==> config.mk <==
export PLATFORM = sky130hd
export DESIGN_NAME = trem_param_ctrl
export DESIGN_NICKNAME = d
export VERILOG_FILES = /design/src/rtl/pedal_pkg.sv /design/src/rtl/lrck_edge_sync.sv /design/src/rtl/trem_param_ctrl.sv
export SDC_FILE = /design/constraint.sdc
export NUM_CORES = 1
export LEC_CHECK = 0
export ABC_AREA = 1
export BUFFER_PORTS_ARGS = -buffer_cell sky130_fd_sc_hd__buf_2
export CORE_AREA = 2 2 82 84
export CTS_CLUSTER_SIZE = 14
export DETAILED_ROUTE_END_ITERATION = 10
export DIE_AREA = 0 0 84 86
export GPL_ROUTABILITY_DRIVEN = 0
export HOLD_SLACK_MARGIN = 0.03
export SYNTH_ARGS = -nofsm -noshare
export SYNTH_HDL_FRONTEND = slang
export SYNTH_SLANG_ARGS = --single-unit
export TNS_END_PERCENT = 50
==> constraint.sdc <==
create_clock -name Clk -period 1.6 [get_ports Clk]
set_clock_uncertainty 0.1 [all_clocks]
set_input_delay 0.16 -clock Clk [delete_from_list [all_inputs] [get_ports Clk]]
set_output_delay 0.16 -clock Clk [all_outputs]
set_load 0.005 [all_outputs]
==> src/rtl/pedal_pkg.sv <==
// Shared types and reset defaults for the pedal parameter blocks.
// Also holds small byte helpers used by the tremolo parameter scheduler.
package pedal_pkg;

    typedef enum logic [1:0] {ADDR_RATE, ADDR_DEPTH, ADDR_DUTY, ADDR_EN} trem_addr_e;
    typedef enum logic [1:0] {IDLE, ARMED, COMMIT, RAMP} trem_state_e;

    localparam logic [7:0] RATE_RST_DEF   = 8'd16;
    localparam logic [7:0] DUTY_RST_DEF   = 8'd128;
    localparam logic [7:0] DUTY_MIN_DEF   = 8'd8;
    localparam logic [7:0] DUTY_MAX_DEF   = 8'd248;
    localparam logic [7:0] DEPTH_STEP_DEF = 8'd4;

    function automatic logic [7:0] clamp_u8(input logic [7:0] v, input logic [7:0] lo,
                                            input logic [7:0] hi);
        if (v < lo) return lo;
        if (v > hi) return hi;
        return v;
    endfunction

    // One slew step toward tgt, landing exactly on tgt when closer than step.
    function automatic logic [7:0] slew_step(input logic [7:0] cur, input logic [7:0] tgt,
                                             input logic [7:0] step);
        if (cur < tgt) return ((tgt - cur) > step) ? cur + step : tgt;
        if (cur > tgt) return ((cur - tgt) > step) ? cur - step : tgt;
        return cur;
    endfunction

endpackage

==> src/rtl/lrck_edge_sync.sv <==
// Two-flop synchroniser for an asynchronous frame clock plus rising-edge detect.
// o_tick is a registered one-cycle pulse on the 3rd clk edge after i_lrck rises.
module lrck_edge_sync (
    input  logic i_clk,
    input  logic i_rst,
    input  logic i_lrck,
    output logic o_tick
);

    logic r_meta;
    logic r_sync;
    logic r_prev;

    always_ff @(posedge i_clk) begin
        if (i_rst) begin
            r_meta <= 1'b0;
            r_sync <= 1'b0;
            r_prev <= 1'b0;
            o_tick <= 1'b0;
        end else begin
            r_meta <= i_lrck;
            r_sync <= r_meta;
            r_prev <= r_sync;
            o_tick <= r_sync & ~r_prev;
        end
    end

endmodule

==> src/rtl/trem_param_ctrl.sv <==
// Tremolo parameter scheduler: stages byte writes in shadows, commits on Lrck frame edges.
// Optional macro TREM_SLEW_EN makes Depth slew toward its committed target per frame.
module trem_param_ctrl
    import pedal_pkg::*;
#(
`ifdef TREM_SLEW_EN
    parameter logic [7:0] DEPTH_STEP = DEPTH_STEP_DEF,
`endif
    parameter logic [7:0] RATE_RST = RATE_RST_DEF,
    parameter logic [7:0] DUTY_RST = DUTY_RST_DEF,
    parameter logic [7:0] DUTY_MIN = DUTY_MIN_DEF,
    parameter logic [7:0] DUTY_MAX = DUTY_MAX_DEF
) (
    input  logic       Clk,
    input  logic       Reset,
    input  logic       Lrck,
    input  logic       Wr_Valid,
    output logic       Wr_Ready,
    input  logic [1:0] Wr_Addr,
    input  logic [7:0] Wr_Data,
    output logic       Enable,
    output logic [7:0] Rate,
    output logic [7:0] Depth,
    output logic [7:0] Duty_Cycle,
    output logic       Frame_Tick,
    output logic       Busy
);

    trem_state_e r_state;
    logic [7:0]  r_sh [4];
    logic [3:0]  r_dirty;

    logic        w_tick;
    logic        w_accept;
    logic [7:0]  w_wnorm;
    logic [3:0]  w_dirty_set;

    lrck_edge_sync u_lrck_sync (
        .i_clk  (Clk),
        .i_rst  (Reset),
        .i_lrck (Lrck),
        .o_tick (w_tick)
    );

    assign Frame_Tick = w_tick;
    assign Wr_Ready   = (r_state != COMMIT);
    assign Busy       = (r_state != IDLE);

    always_comb begin
        w_accept    = Wr_Valid && (r_state != COMMIT);
        w_dirty_set = w_accept ? (4'b0001 << Wr_Addr) : 4'b0000;
        unique case (trem_addr_e'(Wr_Addr))
            ADDR_RATE: w_wnorm = (Wr_Data == 8'd0) ? 8'd1 : Wr_Data;
            ADDR_DUTY: w_wnorm = clamp_u8(Wr_Data, DUTY_MIN, DUTY_MAX);
            ADDR_EN:   w_wnorm = {7'd0, Wr_Data[0]};
            default:   w_wnorm = Wr_Data;
        endcase
    end

`ifdef TREM_SLEW_EN
    logic [7:0] r_target;
    logic [7:0] w_tgt;
    logic [7:0] w_depth_next;

    // A Depth write pending at a ramp tick retargets the step taken on that same tick.
    always_comb begin
        w_tgt        = r_dirty[ADDR_DEPTH] ? r_sh[ADDR_DEPTH] : r_target;
        w_depth_next = slew_step(Depth, w_tgt, DEPTH_STEP);
    end
`endif

    always_ff @(posedge Clk) begin
        if (Reset) begin
            r_state    <= IDLE;
            r_dirty    <= 4'b0000;
            for (int i = 0; i < 4; i++) r_sh[i] <= 8'd0;
            Enable     <= 1'b0;
            Rate       <= RATE_RST;
            Depth      <= 8'd0;
            Duty_Cycle <= DUTY_RST;
`ifdef TREM_SLEW_EN
            r_target   <= 8'd0;
`endif
        end else begin
            if (w_accept) r_sh[Wr_Addr] <= w_wnorm;
            r_dirty <= r_dirty | w_dirty_set;

            unique case (r_state)
                IDLE: begin
                    if (w_accept) r_state <= ARMED;
                end
                ARMED: begin
                    if (w_tick) r_state <= COMMIT;
                end
                COMMIT: begin
                    if (r_dirty[ADDR_RATE]) Rate       <= r_sh[ADDR_RATE];
                    if (r_dirty[ADDR_DUTY]) Duty_Cycle <= r_sh[ADDR_DUTY];
                    if (r_dirty[ADDR_EN])   Enable     <= r_sh[ADDR_EN][0];
                    r_dirty <= 4'b0000;
`ifdef TREM_SLEW_EN
                    if (r_dirty[ADDR_DEPTH]) r_target <= r_sh[ADDR_DEPTH];
                    r_state <= (r_dirty[ADDR_DEPTH] && (r_sh[ADDR_DEPTH] != Depth)) ? RAMP : IDLE;
`else
                    if (r_dirty[ADDR_DEPTH]) Depth <= r_sh[ADDR_DEPTH];
                    r_state <= IDLE;
`endif
                end
`ifdef TREM_SLEW_EN
                RAMP: begin
                    if (w_tick) begin
                        if (r_dirty[ADDR_RATE]) Rate       <= r_sh[ADDR_RATE];
                        if (r_dirty[ADDR_DUTY]) Duty_Cycle <= r_sh[ADDR_DUTY];
                        if (r_dirty[ADDR_EN])   Enable     <= r_sh[ADDR_EN][0];
                        r_dirty  <= w_dirty_set;
                        r_target <= w_tgt;
                        Depth    <= w_depth_next;
                        if (w_depth_next == w_tgt) r_state <= w_accept ? ARMED : IDLE;
                    end
                end
`endif
                default: r_state <= IDLE;
            endcase
        end
    end

endmodule

After elaboration in Yosys (flattened, before gate mapping)
Memories as Yosys holds them, arrays and structs flattened. A register that Yosys moved wholly into a read port is not among the register bits. Cells that the tools add are included.

Bitwise logic cells: 3. $add $sub $neg: 0. Order comparisons: 2. Multiplexer cells: 23. Multipliers: 0. Reductions and logical operators: 12. Equality and inequality tests: 7. Shift-type cells: 1. Divide/modulo/power cells: 0.

Operator list (count): $mux 8 (6); $pmux 8 s3 (1); $mux 1 (11); $reduce_and 2->1 (5); $gt 8x8->1 const B (1); $logic_not 8->1 (1); $lt 8x4->1 const B (1); $reduce_or 8->1 (1); $eq 2x2->1 const B (3); $mux 2 (3); $logic_not 2->1 (2); $mux 4 (1); $ne 2x2->1 const B (2); $or 4x4->4 (1); $pmux 2 s2 (1); $shl 1x2->4 const A (1); $eq 2x1->1 const B (1); $ne 2x1->1 const B (1); $reduce_bool 2->1 (1); $reduce_or 2->1 (1); $and 1x1->1 (1); $logic_and 1x1->1 (1); $not 1->1 (1).

Memories kept: 1. ROM bits: 0. Latch bits: 0. Output and inout bits: 28. Bits in registers: 10. Bits of input ports: 14. Memory bits (writable): 32.

Memories: r_sh (words 4, width 8, rd ports 4, clocked after Yosys merged registers in 4, wr ports 4, RTL line trem_param_ctrl.sv:30) `logic [7:0] r_sh [4];`.

Logic depth before layout (Yosys ltp)
Word-level depth: 9. Depth in mapped cells: 9.

Hierarchy
A second synthesis with hierarchy kept.

Cells, all modules: 260. Area total of the unflattened synthesis: 2353.5 um^2.

By module, submodules not included: trem_param_ctrl (sequential area each 1371.3 um^2, area an instance 2238.4 um^2, instances 1, cells an instance 248); lrck_edge_sync (sequential area each 80.1 um^2, area an instance 115.1 um^2, instances 1, cells an instance 12).

Worst setup path before layout
OpenSTA, ideal clock, no wires.

Path type: flip-flop to flip-flop. From: reg r_state[0]. To: mem r_sh[0][0], enable pin. Data arrival time: 902 ps. Period minus slack after synthesis: 1331 ps. Cell stages (with the launch flop): 5. Buffers on the path: 0. Setup time: 329 ps. Slack: 269 ps. Cell sequence: dfxtp_1 nor2_4 nor2_2 nand2_1 nand2_1.

RTL lines: start: declaration (RTL line trem_param_ctrl.sv:29) `trem_state_e r_state;`; start signal: assignment (RTL line trem_param_ctrl.sv:74) `r_state <= IDLE;`; start signal: assignment (RTL line trem_param_ctrl.sv:90) `if (w_accept) r_state <= ARMED;`; start signal: assignment (RTL line trem_param_ctrl.sv:93) `if (w_tick) r_state <= COMMIT;`; end: declaration (RTL line trem_param_ctrl.sv:30).

==> qor.txt <==
Net Count, Synth = 270
Slew @ Worst Pin = 0.329 ns
initial DRC count = 67
RSZ-0062 raised after global routing = false
GRT Total Usage = 0.138
crit-path max cell delay = 0.39 ns
synth warn = 0
register area = 1450 um^2
post-DR wirelength/cell = 11.8 um
most frequent cells in the layout = nor2_1 (56), buf_2 (41), dfxtp_1 (35)
Synth area leaders = edfxtp_1 (32%), dfxtp_1 (30%), nor2_1 (8.9%)
die footprint = 7220 um^2
First-pass DRT Iterations = 4
Routed WL = 4630 um
Period Utilization, post-route = 0.887
CTS H-tree depth = 3
final setup TNS = 0 ns
Max-Cap Viols = 0
Crit Path Max Fanout = 8
DR vias = 1817
synthesized area = 2350 um^2
WP buf/inv = 0
Yosys reg bits = 60
fillers = 627
status = complete, no violations
layout cell share with drive strength beyond 1 = 0.259
area delta synth->final = 24.6%
clock transition at the registers of the reported paths = 0.06 ns
Synth Instances = 256
worst path required time = 1.53 ns
commonest non-fill, non-tap cell in the layout = nor2_1
Starting Density = 0.375
area of the multi-input gates = 771 um^2
Leak = 1.31 nW
die extent in x = 84 um
Setup Viol. Count Final = 0
final hold viol count = 0
Clock Latency Late Sink = 0.34 ns
share of the synthesized area in the top cell type = 0.319
worst hold path type = in2reg
drc violations = 0
max-slew violations = 0
largest net degree at the start of global routing = 16
Slowest cell on crit path = dfxtp_1
slew margin rel. = 0.781
register area share after synthesis = 0.616
category of the worst setup path launch point = register
PortBufs = 41
PD cells = 1140 nW/um^2
worst path cell trace = nor2_4 > nor2_2 > nand2_1 > nand2_2
final period demand of the worst path = 1.42 ns
CTS max path bufs = 2
critical path class = reg2reg
max frequency = 705 MHz
Setup crit end kind = register
cell taking the most area after synthesis = edfxtp_1
initial antenna violation count = 0
CTS Root Buffer Type = clkbuf_8
nets = 325
DIE HEIGHT = 86 um
# diodes = 0
Detail Route Antenna Nets = 0
row cnt = 29
WP data arrival = 1.35 ns
crit-path leading delay family = simple AND/OR/NAND/NOR gates
I/O Pins = 42
global route total overflow = 0
CTS Sinks = 60
via-per-instance ratio = 4.62
global-route wire length before repair = 7660 um
mean post-synth cell area = 9.20 um^2
Final WS setup = 0.181 ns
Synth cell types = 23
CTS tree = yes
vias in the first global route = 1708
pre-CTS WS = 0.0820 ns
final HPWL from detailed placement = 3430 um
hold slack final = 0.0631 ns
Core ar. = 6280 um^2
Inserted Clock Buffers = 9
Peak VDD IR = 0.588 mV
[worst register-to-register path, delay by kind of cell (launching register included)]
| kind | cells | cell delay, ns |
|---|---|---|
| and+or+nand+nor | 4 | 0.61 |
| DFF | 1 | 0.39 |
[area by class of cell]
cell class | count | share of cell area
Sequential cell | 60 | 0.495
Multi-Input combinational cell | 160 | 0.263
Timing Repair Buffer | 50 | 0.0938
Clock buffer | 11 | 0.0516
Inverter | 30 | 0.0392
Tap cell | 77 | 0.0328
Clock inverter | 5 | 0.0252
[stage by stage]
| step | instance area (um^2) | instances | util | total power (W) |
|---|---|---|---|---|
| floorplan | 2350 | 256 | - | 0.00179 |
| global placement | 2690 | 376 | 0.429 | 0.00186 |
| detailed placement | 2690 | 376 | 0.429 | 0.00186 |
| CTS | 2930 | 393 | 0.466 | 0.00338 |
| global route | 2930 | 393 | 0.467 | 0.00345 |
| finish | 2930 | 393 | 0.467 | 0.00334 |
[cell families (layout without fill, tap and decap cells)]
logic type	Yosys count	after routing	synth area share
simple gates	127	127	0.251
flops	60	60	0.616
buf+inv	36	96	0.0595
compound gates	33	33	0.0733
[metal layers]
metal,global-route usage,wire [um],vias up
li1,-,-,945
met1,0.177,2210,809
met2,0.203,1980,51
met3,0.0337,275,12
met4,0.101,156,0
met5,0,0,-
[worst paths after layout]
kind | startpoint | slack, ns | depth (start not counted) | end
max | r_state[0]$_SDFFE_PP0P_ | 0.18 | 4 | r_sh[0][3]$_SDFFCE_PN0P_
min reg2reg | u_lrck_sync.r_prev$_SDFF_PP0_ | 0.29 | 1 | u_lrck_sync.o_tick$_SDFF_PP0_
min | Wr_Data[1] | 0.06 | 3 | r_sh[0][1]$_SDFFCE_PN0P_
max reg2reg | r_state[0]$_SDFFE_PP0P_ | 0.18 | 4 | r_sh[0][3]$_SDFFCE_PN0P_
[state kept, by name, indices dropped and copies added (netlist names)]
signal,count
u_lrck_sync.r_sync,1
Duty_Cycle,8
Depth,8
u_lrck_sync.r_prev,1
r_sh,25
Enable,1
r_state,2
r_dirty,4
Rate,8
u_lrck_sync.o_tick,1
u_lrck_sync.r_meta,1
[Yosys cell counts]
library cell,instances
edfxtp_1,25
inv_2,4
o211ai_1,2
dfxtp_1,35
nand4_1,3
nor3_1,3
nor2_4,5
nor2_2,1
inv_1,25
buf_2,2
nand2_1,35
nor4_1,1
nand3_1,19
o31ai_1,1
a21oi_1,14
nor3_2,1
o21ai_0,16
nor2_1,56
inv_4,1
nor2_8,1
nand3_2,1
clkbuf_1,4
nand2_4,1
[timing repair]
| action | CTS | global route |
|---|---|---|
| setup buffers | 0 | 0 |
| endpoints found under the hold margin | 1 | 0 |
| gates resized for setup | 0 | 3 |
| endpoints found under the setup margin | 0 | 24 |
| hold buffers | 1 | 0 |
[power by group]
part	internal, W	switching, W
logic	0.0000544	0.000113
clock network	0.000950	0.000561
registers	0.00164	0.0000196
total	0.00265	0.000694
No activity file was read; power rests on OpenSTA's default activity.
